==> config.mk <==
export PLATFORM = sky130hd
export DESIGN_NAME = reset_sequencer
export DESIGN_NICKNAME = d
export VERILOG_FILES = /design/src/rtl/reset_seq_pkg.sv /design/src/rtl/reset_sequencer_delay_counter.sv /design/src/rtl/reset_sequencer.sv
export SDC_FILE = /design/constraint.sdc
export NUM_CORES = 1
export LEC_CHECK = 0
export CAP_MARGIN = 15
export CELL_PAD_IN_SITES_DETAIL_PLACEMENT = 0
export CELL_PAD_IN_SITES_GLOBAL_PLACEMENT = 2
export CORE_MARGIN = 3
export CORE_UTILIZATION = 29
export CTS_CLUSTER_SIZE = 28
export DETAILED_ROUTE_END_ITERATION = 10
export PLACE_DENSITY_LB_ADDON = 0.1
export SETUP_SLACK_MARGIN = 0.05
export SYNTH_ARGS = -nofsm -noshare
export SYNTH_HDL_FRONTEND = slang
export SYNTH_HIERARCHICAL = 1
export SYNTH_SLANG_ARGS = --single-unit
==> constraint.sdc <==
create_clock -name clk -period 1.7 [get_ports clk]
set_input_delay 0.425 -clock clk [delete_from_list [all_inputs] [get_ports clk]]
set_output_delay 0.425 -clock clk [all_outputs]
set_load 0.03 [all_outputs]
==> src/rtl/reset_seq_pkg.sv <==
// reset_seq_pkg: shared state encoding and sizing helpers for the reset sequencer
package reset_seq_pkg;

   localparam int MAX_STAGES = 8;

   typedef enum logic [2:0] {
      HOLD,
      RELEASE,
      WAIT_ACK,
      GAP,
      RUN,
      FAULT
   } seq_state_e;

   function automatic int cnt_width(input int a, input int b, input int c);
      int m;
      m = a > b ? a : b;
      m = m > c ? m : c;
      return $clog2(m + 1);
   endfunction

endpackage

==> src/rtl/reset_sequencer_delay_counter.sv <==
// seq_delay_counter: loadable down-counter; done pulses for one cycle when an armed count reaches zero
module seq_delay_counter #(
   parameter int W = 4
) (
   input  logic         clk,
   input  logic         ld,
   input  logic [W-1:0] ld_val,
   output logic         done
);

   logic [W-1:0] cnt;
   logic         armed;

   assign done = armed && cnt == '0;

   // a load always wins; otherwise count down to zero, fire once, then sit idle
   always_ff @(posedge clk) begin
      if (ld) begin
         cnt   <= ld_val;
         armed <= 1'b1;
      end else if (done) begin
         armed <= 1'b0;
      end else if (armed) begin
         cnt <= cnt - 1'b1;
      end
   end

endmodule

==> src/rtl/reset_sequencer.sv <==
// reset_sequencer: stretches the synchronized reset, then releases N_STAGES domains in order with ack handshakes.
// Defining RST_SEQ_TIMEOUT_EN adds the ack timeout and the sticky FAULT state.
module reset_sequencer
   import reset_seq_pkg::*;
#(
   parameter int N_STAGES       = 3,
   parameter int STRETCH_CYCLES = 4,
   parameter int STAGE_GAP      = 2,
   parameter int ACK_TIMEOUT    = 8
) (
   input  logic                clk,
   input  logic                rst,
   input  logic                sw_reset_req,
   input  logic [N_STAGES-1:0] stage_ack,
   output logic [N_STAGES-1:0] rst_out,
   output logic                seq_done,
   output logic                fault,
   output logic [2:0]          cur_stage
);

   localparam int W = cnt_width(STRETCH_CYCLES, STAGE_GAP, ACK_TIMEOUT);
   localparam logic [N_STAGES-1:0] ALL = '1;
   localparam logic [2:0] LAST = 3'(N_STAGES - 1);

   seq_state_e          state;
   logic [2:0]          idx;
   logic [N_STAGES-1:0] sel;
   logic                ack_cur, all_ack, is_last, drop, ld, done;
   logic [W-1:0]        ld_val;

   assign sel       = N_STAGES'(1) << idx;
   assign ack_cur   = |(stage_ack & sel);
   assign all_ack   = &stage_ack;
   assign is_last   = idx == LAST;
   assign drop      = state == RUN && !all_ack;
   assign cur_stage = idx;

   seq_delay_counter #(.W(W)) u_cnt (
      .clk    (clk),
      .ld     (ld),
      .ld_val (ld_val),
      .done   (done)
   );

   // reload the shared counter on entry to HOLD, GAP and (with timeout) WAIT_ACK
   always_comb begin
      ld     = 1'b1;
      ld_val = W'(STRETCH_CYCLES);
      if (rst || sw_reset_req || drop) ld_val = W'(STRETCH_CYCLES);
      else if (state == WAIT_ACK && ack_cur && !is_last) ld_val = W'(STAGE_GAP - 1);
`ifdef RST_SEQ_TIMEOUT_EN
      else if (state == RELEASE) ld_val = W'(ACK_TIMEOUT - 1);
`endif
      else ld = 1'b0;
   end

   // sequencing FSM with registered per-domain resets and status flags
   always_ff @(posedge clk) begin
      if (rst || sw_reset_req) begin
         state    <= HOLD;
         idx      <= '0;
         rst_out  <= ALL;
         seq_done <= 1'b0;
`ifdef RST_SEQ_TIMEOUT_EN
         fault    <= 1'b0;
`endif
      end else begin
         case (state)
            HOLD:
               if (done) state <= RELEASE;
            RELEASE: begin
               rst_out <= rst_out & ~sel;
               state   <= WAIT_ACK;
            end
            WAIT_ACK:
               if (ack_cur) begin
                  if (is_last) state <= RUN;
                  else if (STAGE_GAP == 0) begin
                     state <= RELEASE;
                     idx   <= idx + 3'd1;
                  end else state <= GAP;
               end
`ifdef RST_SEQ_TIMEOUT_EN
               else if (done) begin
                  state   <= FAULT;
                  rst_out <= ALL;
                  fault   <= 1'b1;
               end
`endif
            GAP:
               if (done) begin
                  state <= RELEASE;
                  idx   <= idx + 3'd1;
               end
            RUN:
               if (drop) begin
                  state    <= HOLD;
                  idx      <= '0;
                  rst_out  <= ALL;
                  seq_done <= 1'b0;
               end else seq_done <= 1'b1;
            default: ;
         endcase
      end
   end

`ifndef RST_SEQ_TIMEOUT_EN
   assign fault = 1'b0;
`endif

endmodule
==> impl_metrics.ini <==
[outcome]
status = finished with violations
violations = setup timing

[die]
rows = 19
die_area_sq_um = 3750
num_io_pins = 14
fp.dieH_um = 61.3
core_area_sq_um = 2830
die_w_um = 61.3
start_util = 0.313

[pwr]
clockPowerShare = 0.295
p_int_uw = 527
p_switching_uw = 173
p_per_area_nw_per_um2 = 530
switching_share = 0.247
total_power_uw = 701
p_leak_nw = 0.535
irDropWorstVdd_mv = 0.416
p_comb_frac = 0.164
seq_power_share = 0.540

[cts]
root_buffer = clkbuf_4
cts_sinks = 15
path_clk_slew_ns = 0.10
cts_tree = yes
insertion_delay_ns = 0.28
h-tree-depth = 1
numCtsBuffers = 3
clock_path_buffers = 2

[timing]
finalMaxSlewViolations = 0
rsz0062_at_grt = yes
fin_ws_ns = -0.0900
fin_worst_skew_ns = 0.00618
setup_viol = 4
hold_viol = 0
fin_crit_ns = 1.79
finalCritPeriodShare = 1.05
fmax_mhz = 559

[detailed_routing]
num_vias = 806
postRouteAntennaNets = 0
wl_um = 2030
via_per_inst = 4.94
first_iter_violations = 45
first_pass_iters = 4
drc = 0
wl_per_cell_um = 12.4

[layout]
finalInstanceArea_sq_um = 1320
synthToLayoutAreaGrowth_pct = 49.2
post-route-util = 0.467
fillerInstances = 278
final_layout_size_suffix_gt1_frac = 0.424
nNetsFinal = 145
num_antenna_cells = 0

[grt]
grt_max_degree = 10
grt_pass1_vias = 800
antenna_found_initial = 0
groute.usage.overall = 0.128
grt_pass1_wl_um = 3470
grt_overflow = 0

[setup_path]
worstPathCellList = inv_2 > ha_4 > or3b_4 > nor2_4 > nor3b_2 > a211oi_1 > a2111oi_2
cp_slowest_cell = edfxtp_1
cp.required_ns = 1.89
crit_type = register to register
reg2reg_depth = 7
slowest_delay_ns = 0.41
cp-end-kind = register
cp_max_fo = 2
critPathLaunchType = register
cp.arrival_ns = 1.98

[placement]
placed_cell_area_sq_um = 1210
dp_hpwl_um = 1600
place.gp.congestion = 0.821
io_buffers = 12

[logic_synthesis]
async_reset_ff_frac = 0
synth.avg_cell_area_sq_um = 9.53
synth-edff-count = 4
synthFlopType = dfxtp_1
yosysUniqueCellTypes = 41
ys_ff_latch = 15
yosysSeqAreaShare = 0.384
synth_warnings = 6
synth_cells = 93
synth_area_sq_um = 886

[run]
cap_violations = 0

[worst_hold_path]
hold_class = register to register
min_path_cells = 2
==> worst max-delay path: cells and delay by family, from the launching register on <==
family / cells / cell delay (ns)
flops: 1 / 0.41
fa+ha+maj: 1 / 0.13
buf+inv: 1 / 0.09
simple gates: 3 / 0.72
compound gates: 2 / 0.36
==> cell type report <==
| type | count | area (sq um) | area share |
|---|---|---|---|
| Multi-Input combinational cell | 65 | 559 | 0.423 |
| Sequential cell | 15 | 348 | 0.263 |
| Timing Repair Buffer | 38 | 310 | 0.235 |
| Tap cell | 31 | 38.8 | 0.0294 |
| Inverter | 10 | 37.5 | 0.0284 |
| Clock buffer | 3 | 22.5 | 0.0170 |
| Clock inverter | 1 | 5.00 | 0.00379 |
==> sequential cells by signal (all words and copies together), names as in the netlist <==
name	flops
cur_stage	3
rst_out	3
seq_done	1
state	3
u_cnt/armed	1
u_cnt/cnt	4
==> kinds of logic after synthesis <==
logic type | Yosys count | synth area share
other | 1 | 0.00423
xor gates and xnor gates | 1 | 0.00989
AOI/OAI and AO/OA | 25 | 0.229
buffers and inverters | 15 | 0.0791
adders and majority gates | 6 | 0.0847
and+or+nand+nor | 30 | 0.209
DFF | 15 | 0.384
==> power groups by stage <==
stage | Clock, mW | Combinational, mW | Sequential [mW]
6_report | 0.207 | 0.115 | 0.378
5_1_grt | 0.236 | 0.128 | 0.380
4_1_cts | 0.216 | 0.108 | 0.378
3_5_place_dp | 0 | 0.0965 | 0.386
3_3_place_gp | 0 | 0.0965 | 0.386
2_1_floorplan | 0 | 0.0480 | 0.387
==> worst paths after layout <==
path | startpoint | to | slack (ns)
worst max register to register | u_cnt/cnt[0] | state[0] | -0.09
worst min-delay path | seq_done | seq_done | 0.45
worst min register to register | seq_done | seq_done | 0.45
worst max-delay path | u_cnt/cnt[0] | state[0] | -0.09
==> cell usage after synthesis, drive strengths merged, types with 2 or more instances <==
cell,number,area [sq um]
a2111oi,2,23.8
a21o,6,48.8
a21oi,4,20.0
buf,4,28.8
dfxtp,11,220
edfxtp,4,120
ha,6,75.1
inv,10,37.5
nand2,7,26.3
nand2b,2,12.5
nand3,2,10.0
nand4,2,12.5
nor2,3,11.3
nor3,2,10.0
nor3b,2,15.0
o211ai,2,15.0
o21ai,4,31.3
o31a,2,18.8
or3b,2,22.5
==> placed cells by master (no fill, tap or decap), drive strengths merged, types with 3 or more instances in the layout <==
cell type,n
a21o,6
o21ai,4
inv,10
a21oi,4
clkdlybuf4s50,5
buf,26
dlygate4sd2,7
conb,3
ha,6
clkbuf,3
nor2,3
edfxtp,4
dfxtp,11
nand2,7
==> stage by stage <==
step	setup TNS [ns]	hold WS [ns]	setup WS [ns]	cells
final	-0.273	0.453	-0.0900	163
after global routing	-0.816	0.480	-0.194	163
after CTS	-0.322	0.454	-0.0950	163
after detailed placement	-2.55	0.443	-0.333	156
after global placement	-2.44	0.435	-0.312	156
after floorplan	-0.0589	0.449	-0.0125	95
==> timing repair <==
action                     in CTS  in global routing
setup endpoints to repair      18                 12
hold buffers                    0                  0
gates resized for setup        12                 12
setup buffers                   3                  0
pin swaps                       6                  9
==> routing by layer <==
| layer | up-vias | track usage | share of wire |
|---|---|---|---|
| met5 | - | 0 | 0 |
| met3 | 2 | 0.0294 | 0.048 |
| met1 | 367 | 0.181 | 0.47 |
| li1 | 416 | - | - |
| met2 | 21 | 0.187 | 0.47 |
| met4 | 0 | 0.0495 | 0.0084 |
(Power assumes the default switching activity.)
